==> config.mk <==
export PLATFORM = sky130hd
export DESIGN_NAME = branch_predict_ctrl
export DESIGN_NICKNAME = d
export VERILOG_FILES = /design/src/rtl/branch_pkg.sv /design/src/rtl/branch_history_table.sv /design/src/rtl/branch_predict_ctrl.sv
export SDC_FILE = /design/constraint.sdc
export NUM_CORES = 1
export LEC_CHECK = 0
export ABC_AREA = 0
export BUFFER_PORTS_ARGS = -buffer_cell sky130_fd_sc_hd__buf_4
export CAP_MARGIN = 20
export CORE_MARGIN = 5
export CORE_UTILIZATION = 42
export DETAILED_ROUTE_END_ITERATION = 7
export GPL_TIMING_DRIVEN = 0
export PLACE_DENSITY = 0.7
export SLEW_MARGIN = 20
export SYNTH_ARGS = -nofsm -noshare
export SYNTH_HDL_FRONTEND = slang
export SYNTH_SLANG_ARGS = --single-unit
export TNS_END_PERCENT = 30
==> constraint.sdc <==
create_clock -name i_clk -period 3.95 [get_ports i_clk]
set_input_delay 0.395 -clock i_clk [delete_from_list [all_inputs] [get_ports i_clk]]
set_output_delay 0.395 -clock i_clk [all_outputs]
set_load 0.05 [all_outputs]
==> src/rtl/branch_pkg.sv <==
// Shared definitions for the branch prediction controller: 2-bit counter
// encodings, the redirect-source selector and the saturating counter step.
package branch_pkg;

    localparam logic [1:0] BHT_SNT = 2'd0;
    localparam logic [1:0] BHT_WNT = 2'd1;
    localparam logic [1:0] BHT_WT  = 2'd2;
    localparam logic [1:0] BHT_ST  = 2'd3;

    typedef enum logic [1:0] {
        RD_NONE = 2'd0,
        RD_ID   = 2'd1,
        RD_EX   = 2'd2
    } rd_src_e;

    // Move a 2-bit counter one step toward ST (taken) or SNT (not taken),
    // holding at the end points.
    function automatic logic [1:0] bht_sat_update(input logic [1:0] cnt, input logic taken);
        logic [1:0] res;
        res = cnt;
        if (taken) begin
            if (cnt != BHT_ST) begin
                res = cnt + 2'd1;
            end
        end else begin
            if (cnt != BHT_SNT) begin
                res = cnt - 2'd1;
            end
        end
        return res;
    endfunction

endpackage

==> src/rtl/branch_history_table.sv <==
// Table of 2-bit saturating counters: two asynchronous read ports (ID lookup
// and EX read-modify-write) and one synchronous write port.
module branch_history_table
    import branch_pkg::*;
#(
    parameter int ENTRIES = 16,
    parameter int IDX_W   = $clog2(ENTRIES)
) (
    input  logic             i_clk,
    input  logic             i_rst_n,
    input  logic [IDX_W-1:0] i_rd_idx,
    output logic [1:0]       o_rd_cnt,
    input  logic [IDX_W-1:0] i_ex_idx,
    output logic [1:0]       o_ex_cnt,
    input  logic             i_wr_en,
    input  logic [1:0]       i_wr_cnt
);

    logic [1:0] r_bht [ENTRIES];

    genvar gi;
    generate
        for (gi = 0; gi < ENTRIES; gi++) begin : g_entry
            // Each counter resets to weakly-not-taken and is written only by
            // a resolve that targets its own index.
            always_ff @(posedge i_clk or negedge i_rst_n) begin
                if (!i_rst_n) begin
                    r_bht[gi] <= BHT_WNT;
                end else if (i_wr_en && (i_ex_idx == IDX_W'(gi))) begin
                    r_bht[gi] <= i_wr_cnt;
                end
            end
        end
    endgenerate

    // Reads see the stored value only; a same-cycle write is not bypassed.
    assign o_rd_cnt = r_bht[i_rd_idx];
    assign o_ex_cnt = r_bht[i_ex_idx];

endmodule

==> src/rtl/branch_predict_ctrl.sv <==
// Branch predict/resolve controller: predicts ID branches from the counter
// table, detects EX mispredictions, picks the redirect source and keeps
// branch / mispredict statistics.
module branch_predict_ctrl
    import branch_pkg::*;
#(
    parameter int BHT_ENTRIES = 16,
    parameter int XLEN        = 32
) (
    input  logic            i_clk,
    input  logic            i_rst_n,
    input  logic            i_id_valid,
    input  logic            i_id_is_branch,
    input  logic [XLEN-1:0] i_id_pc,
    input  logic [XLEN-1:0] i_id_target,
    output logic            o_pred_taken,
    input  logic            i_ex_valid,
    input  logic            i_ex_is_branch,
    input  logic [XLEN-1:0] i_ex_pc,
    input  logic            i_ex_take,
    input  logic            i_ex_pred_taken,
    input  logic [XLEN-1:0] i_ex_target,
    output logic            o_redirect_valid,
    output logic [XLEN-1:0] o_redirect_pc,
    output logic            o_flush_ifid,
    output logic            o_flush_idex,
    output logic [31:0]     o_branch_count,
    output logic [31:0]     o_mispredict_count
);

    localparam int IDX_W = $clog2(BHT_ENTRIES);

    logic [IDX_W-1:0] w_id_idx;
    logic [IDX_W-1:0] w_ex_idx;
    logic [1:0]       w_id_cnt;
    logic [1:0]       w_ex_cnt;
    logic [1:0]       w_ex_cnt_next;
    logic             w_resolve;
    logic             w_mispredict;
    logic             w_id_pred;
    rd_src_e          w_rd_src;
    logic [31:0]      r_branch_count;
    logic [31:0]      r_mispredict_count;
    logic             w_unused_pc_bits;

    // Word-aligned PCs: the low two bits never take part in indexing.
    assign w_id_idx = i_id_pc[IDX_W+1:2];
    assign w_ex_idx = i_ex_pc[IDX_W+1:2];
    assign w_unused_pc_bits = ^{i_id_pc[XLEN-1:IDX_W+2], i_id_pc[1:0],
                                i_ex_pc[1:0]};

    assign w_resolve     = i_ex_valid & i_ex_is_branch;
    assign w_mispredict  = w_resolve & (i_ex_take ^ i_ex_pred_taken);
    assign w_id_pred     = i_id_valid & i_id_is_branch & w_id_cnt[1];
    assign w_ex_cnt_next = bht_sat_update(w_ex_cnt, i_ex_take);

    branch_history_table #(
        .ENTRIES (BHT_ENTRIES),
        .IDX_W   (IDX_W)
    ) u_bht (
        .i_clk    (i_clk),
        .i_rst_n  (i_rst_n),
        .i_rd_idx (w_id_idx),
        .o_rd_cnt (w_id_cnt),
        .i_ex_idx (w_ex_idx),
        .o_ex_cnt (w_ex_cnt),
        .i_wr_en  (w_resolve),
        .i_wr_cnt (w_ex_cnt_next)
    );

    // Redirect source: an EX mispredict wins because the ID instruction that
    // made the competing prediction is on the wrong path and gets flushed.
    always_comb begin
        w_rd_src = RD_NONE;
        if (!i_rst_n) begin
            w_rd_src = RD_NONE;
        end else if (w_mispredict) begin
            w_rd_src = RD_EX;
        end else if (w_id_pred) begin
            w_rd_src = RD_ID;
        end
    end

    // Redirect target and flush controls from the selected source; all quiet
    // while reset is held.
    always_comb begin
        o_redirect_valid = 1'b0;
        o_redirect_pc    = '0;
        o_flush_ifid     = 1'b0;
        o_flush_idex     = 1'b0;
        case (w_rd_src)
            RD_EX: begin
                o_redirect_valid = 1'b1;
                o_redirect_pc    = i_ex_take ? i_ex_target : (i_ex_pc + XLEN'(4));
                o_flush_ifid     = 1'b1;
                o_flush_idex     = 1'b1;
            end
            RD_ID: begin
                o_redirect_valid = 1'b1;
                o_redirect_pc    = i_id_target;
                o_flush_ifid     = 1'b1;
            end
            default: begin
                o_redirect_valid = 1'b0;
            end
        endcase
    end

    assign o_pred_taken = i_rst_n & w_id_pred;

    // Statistics: one count per resolve / per mispredict, saturating at all-ones.
    always_ff @(posedge i_clk or negedge i_rst_n) begin
        if (!i_rst_n) begin
            r_branch_count     <= '0;
            r_mispredict_count <= '0;
        end else begin
            if (w_resolve && (r_branch_count != 32'hFFFF_FFFF)) begin
                r_branch_count <= r_branch_count + 32'd1;
            end
            if (w_mispredict && (r_mispredict_count != 32'hFFFF_FFFF)) begin
                r_mispredict_count <= r_mispredict_count + 32'd1;
            end
        end
    end

    assign o_branch_count     = r_branch_count;
    assign o_mispredict_count = r_mispredict_count;

endmodule
==> metrics.txt, run 1 <==
status=finished clean; clk root buf=clkbuf_16; RSZ-0062 raised after global routing=false; Max Cap Viol=0; internal power=a little under 2 mW; Final Hold Fails=0; CP required=roughly 3600 ps; TritonRoute pass-1 iters=4; synth top area cells=dfrtp_1 33%, xnor2_1 8.4%, mux2_2 7.6%; Seq/Total Area, Yosys=around two fifths; Final Util=a little under three fifths; DP Area=around 8000 um^2; pwr dens=~350 nW/um^2; Crit path buffers/inverters=4; per-cell routed wire length=~18 um; Syn-to-layout area delta=34.9%; final setup fails=0; Post-DP HPWL=between 10000 and 15000 um; Async SR Flop Fraction=100%; gpl congestion=just over 0.9; Tcrit/Tclk final=94.2%; Ys Warns=0; total CTS buffers=9; Post-Layout Inst Area=8190 um^2; worst slew pin tran=roughly 840 ps; R2R setup slack=between 1500 and 2000 ps; Die H=130 um; full die area=approximately 17000 um^2; H-tree depth=3; Congestion Overflow GR=0; GRT Total Usage=20.6%; TNS Setup=0 ps; vias post-DR=about 5.5k; Starting Density=around 42%; Cell Chain, Critical Path=mux4_2, mux2_2, a21oi_2, nor3_1, ha_2, clkbuf_1, nor2b_1, clkbuf_2, buf_2, a22oi_1, o21ai_1, buf_4; HP Class=in -> async; setup ws final=approximately 230 ps; final WL=18100 um; startpoint types=flop; first-pass GRT wire length=roughly 28000 um; crit path kind=reg -> out; Clock power frac=between 30% and 40%; Yosys cell types=46; fill count=about 1.3k; Post-synth EDFFs=0; Power Total=~2.9 mW; std cell rows=44; ANT nets after route=0; Crit path largest cell delay=about 480 ps; Seq pwr share=between 40% and 50%; drt drc=0; largest net degree at the start of global routing=slightly below 100; share of cells above drive strength 1=between 30% and 40%; switching power total=just under 0.9 mW; Die W=130 um; Post-Place Setup Slack=-515 ps; TritonCTS clock tree=done; Max IR drop VDD=between 0.2 and 0.25 mV; vias in the first global route=5439; Comb power frac=25.8%; DR vias/cell=between 5 and 6; Final Max Slew Viols=0; Ant. Diodes=0; Final min period=~3700 ps; post-synthesis sequential element count=96; ys flop type=dfrtp_1; core area=about 14000 um^2; critical path fanouts, max=10; initial antenna violation count=0; maximum clock insertion buffer count=2; CP endpoint kind=output port; Cells after Synth=618; Slowest cell on crit path=mux4_2; Final Skew=a little over 8 ps; number of top-level pins=~240; Switching Share=31.0%; Layout Nets=about 980; Synthesized Nets=about 760; post-synth top area share=33.0%; Cell Area, Synth=between 6000 and 7000 um^2; Pleak=roughly 3.6 nW; DRT iter0 DRCs=between 150 and 200; fmax=0.269 GHz; CP delay by family, top=buffers and inverters; number of port buffers=approximately 200; commonest cells after routing, fill and taps aside=208 x buf_4, 80 x dfrtp_1, 60 x nand2_1; Clock transition at path regs=about 70 ps; WP data arrival=~3300 ps; cell taking the most area after synthesis=dfrtp_1; clock insertion delay at the later pin of the skew report=350 ps; Mapped Avg Cell Area=~9.8 um^2; total clock sinks=96; Rel. slew slack=43.7%; commonest non-fill, non-tap cell in the layout=buf_4
[power groups by stage]
stage / Clock [mW] / Combinational (mW) / Sequential [mW]
final: 0.912 / 0.740 / 1.22
after global routing: 0.975 / 0.795 / 1.24
after CTS: 0.933 / 0.749 / 1.22
after detailed placement: 0 / 0.743 / 1.23
after global placement: 0 / 0.731 / 1.23
after floorplan: 0 / 0.284 / 1.39
[sequential cells by signal, indices dropped and copies added (netlist names)]
name	cells
u_bht.r_bht	32
o_mispredict_count	32
o_branch_count	32
[cells by family after synthesis]
group           count (synthesis)  share of synthesized area, %
compound gates                 80                          8.40
mux                            61                          13.4
simple gates                  249                          21.5
xor+xnor                       82                          11.8
fa+ha+maj                      12                          2.39
buf+inv                        38                          2.53
flops                          96                          39.9
[per-layer routing]
layer	track usage, %	vias up	share of wire, %	routed length, um
met2	37.1	168	52	9380
met5	0	-	0	0
met1	24.7	2604	39	7000
met4	6.11	0	0.99	178
li1	-	2687	-	-
met3	4.42	15	8.3	1490
[area by class of cell]
cell class | count | area (um^2) | area share, %
sequential | 96 | 2420 | 29.6
tap | 184 | 230 | 2.81
timing repair buffer | 207 | 1560 | 19.1
clock buffer | 9 | 225 | 2.75
inverter | 16 | 60.1 | 0.733
clock inverter | 6 | 85.1 | 1.04
buffer | 21 | 96.3 | 1.18
multi-input combinational | 484 | 3510 | 42.9
[per-stage QoR]
step	hold WS [ps]	cells
finish	43.0	1023
global route	128	1023
CTS	182	1023
detailed placement	484	1008
global placement	482	1008
floorplan	99.4	618
[synth_stat cells, types with 3 or more instances]
library cell,instances
nand2b_1,4
a21oi_1,10
a31oi_1,4
and4_1,11
nor4_2,4
mux2i_1,4
dfstp_2,16
maj3_2,4
mux2_1,4
a221oi_1,4
and2_1,10
ha_1,8
xnor2_1,58
mux4_2,12
o21ai_0,21
inv_1,16
buf_2,3
nor2_1,40
nor4_1,6
o21ai_1,10
nand2_1,60
mux2_2,41
nand3_1,34
nand4_1,37
dfrtp_1,80
xor2_1,24
clkbuf_1,15
nor3_1,19
and3_1,13
a22oi_1,22
[worst paths after layout]
check	start	to	depth (start not counted)
worst max-delay path	u_bht.r_bht[17]	o_redirect_pc[21]	12
worst min-delay path	i_rst_n	o_mispredict_count[2]	1
worst max register to register	o_mispredict_count[0]	o_mispredict_count[1]	5
worst min register to register	o_branch_count[13]	o_branch_count[13]	1
max in group asynchronous	i_rst_n	o_branch_count[1]	1
min in group i_clk	o_branch_count[13]	o_branch_count[13]	1
[timing repair]
item | in CTS | in global routing
pin swaps | 0 | 0
buffers inserted | 0 | 1
resized for setup | 8 | 3
endpoints found under the setup margin | 17 | 13
hold buffers | 0 | 0
Power figures use the tool's default switching activity.
==> run 2: changes to the inputs <==
==> constraint.sdc (replaced) <==
create_clock -name i_clk -period 3.95 [get_ports i_clk]
set_input_delay 0.9875 -clock i_clk [delete_from_list [all_inputs] [get_ports i_clk]]
set_output_delay 0.9875 -clock i_clk [all_outputs]
set_load 0.05 [all_outputs]
==> metrics.txt, run 2 (synthesis results as in run 1) <==
status=finished, violations left; failing checks=negative setup slack; post-route insts no fill=1033 (+0.98%); H-tree depth=3 (unchanged); clk root buf=clkbuf_16; Die H=130 um (unchanged); largest net degree at the start of global routing=99 (unchanged); Syn-to-layout area delta=48.5%; startpoint types=input pin; critical path fanouts, max=6 (-4); Final Hold Fails=0 (unchanged); per-cell routed wire length=19.3 um (+9.2%); initial antenna violation count=0 (unchanged); Final min period=4310 ps (+590 ps); internal power=2.06 mW (+3.9%); Starting Density=42.3% (unchanged); final setup fails=33 (+33); Post-DP HPWL=15500 um (+9.2%); Max IR drop VDD=0.349 mV (+44%); dpl cells=1008 (unchanged); switching power total=0.908 mW (+2.0%); pwr dens=329 nW/um^2 (-6.2%); CP required=2960 ps (-600 ps); Die W=130 um (unchanged); fmax=0.232 GHz (-14%); RSZ-0062 raised after global routing=true; Seq pwr share=41.2% (-1.2 points); maximum clock insertion buffer count=2 (unchanged); crit path kind=in -> out; Final Max Slew Viols=0 (unchanged); Clock transition at path regs=60 ps (about the same); Congestion Overflow GR=0 (unchanged); Power Total=2.96 mW (+3.3%); Clock power frac=32.3% (+0.5 points); first-pass GRT wire length=30200 um (+8.6%); CP endpoint kind=output port; worst slew pin tran=860 ps (+19.2 ps); core area=14400 um^2 (unchanged); DR vias/cell=5.62 (+5.1%); commonest cells after routing, fill and taps aside=179 x buf_4, 80 x dfrtp_1, 58 x nand2_1, 58 x xnor2_1, 40 x mux2_2; DRT iter0 DRCs=272 (+41%); total clock sinks=96 (unchanged); Switching Share=30.6% (-0.38 points); Ant. Diodes=0 (unchanged); clock insertion delay at the later pin of the skew report=330 ps (-20 ps); std cell rows=44 (unchanged); GRT Total Usage=22.6% (+2.0 points); commonest non-fill, non-tap cell in the layout=buf_4; ANT nets after route=0 (unchanged); vias in the first global route=5839 (+7.4%); HP Class=reg -> reg; setup ws final=-362 ps (-590 ps); vias post-DR=5810 (+6.1%); Max Cap Viol=0 (unchanged); share of cells above drive strength 1=45.5% (+8.4 points); TritonRoute pass-1 iters=5 (+1); Tcrit/Tclk final=109% (+15 points); number of top-level pins=236 (unchanged); Layout Nets=988 (+0.92%); Final Skew=5.42 ps (-2.87 ps); drt drc=0 (unchanged); Rel. slew slack=42.4% (-1.3 points); Comb power frac=26.5% (+0.7 points); WP data arrival=3320 ps (about the same); final WL=19900 um (+10%); full die area=17000 um^2 (unchanged); number of port buffers=206 (unchanged); gpl congestion=0.913 (-0.26%); total CTS buffers=9 (unchanged); TritonCTS clock tree=done; Pleak=3.87 nW (+7.0%); Min Hold Slack=505 ps (+462 ps)
==> run 2: cell count changes in the layout (fill, tap and decap cells not counted), sizes merged <==
| cell | delta |
|---|---|
| clkinv | -3 |
| buf | +9 |
| clkinvlp | -1 |
| clkbuf | +5 |
==> run 2: power groups by stage <==
stage	sequential [mW]	combinational [mW]	clock, mW
after floorplan	1.39	0.296	0
after global placement	1.23	0.745	0
after detailed placement	1.23	0.764	0
after CTS	1.22	0.782	0.982
after global routing	1.24	0.839	1.03
final	1.22	0.785	0.958
==> run 2: worst paths after layout <==
check | start | to | slack, ps | depth (start not counted)
worst max-delay path | i_id_pc[2] | o_redirect_pc[15] | -360 | 14
min in group asynchronous | i_rst_n | o_branch_count[12] | 580 | 1
worst min register to register | o_branch_count[29] | o_branch_count[29] | 510 | 1
max in group asynchronous | i_rst_n | u_bht.r_bht[0] | 3000 | 1
worst max register to register | o_mispredict_count[0] | o_mispredict_count[1] | 1700 | 5
worst min-delay path | o_branch_count[29] | o_branch_count[29] | 510 | 1
==> run 2: final cells by class <==
class,instances,area [um^2]
Buffer,19,199
Clock buffer,14,274
Clock inverter,2,60.1
Fill cell,1220,5350
Inverter,16,60.1
Multi-Input combinational cell,484,3930
Sequential cell,96,2420
Tap cell,184,230
Timing Repair Buffer,218,1850
==> run 2: timing repair <==
item,in CTS,in global routing
resized for setup,58,33
setup buffers,8,2
hold buffers,0,0
cloned,2,0
endpoints found under the setup margin,34,34
pin swaps,8,19
endpoints found under the hold margin,0,0
==> run 2: critical path: stages <==
cell	delay, ps
buf_12	110
buf_4	120
mux4_2	310
mux2i_1	70
nor2_2	150
a21oi_4	60
or3_4	380
ha_4	190
nor2b_4	140
and2_4	170
clkbuf_16	160
a22oi_2	230
o21ai_4	80
buf_6	160
==> run 2: per-layer routing <==
layer,routed length (um),global-route usage [%]
met5,0,0
met4,539,9.05
met3,1560,4.22
met2,10300,40.5
met1,7550,26.7
==> run 2: metrics by stage <==
step | instance area, um^2 | TNS (ps) | worst slack (ps) | util [%]
2_1_floorplan | 6420 | -7410 | -278 | -
3_3_place_gp | 8190 | -37430 | -1350 | 57.0
3_5_place_dp | 8200 | -28920 | -1090 | 57.0
4_1_cts | 8870 | -10350 | -427 | 61.8
5_1_grt | 9020 | -9700 | -416 | 62.8
6_report | 9020 | -7200 | -362 | 62.8
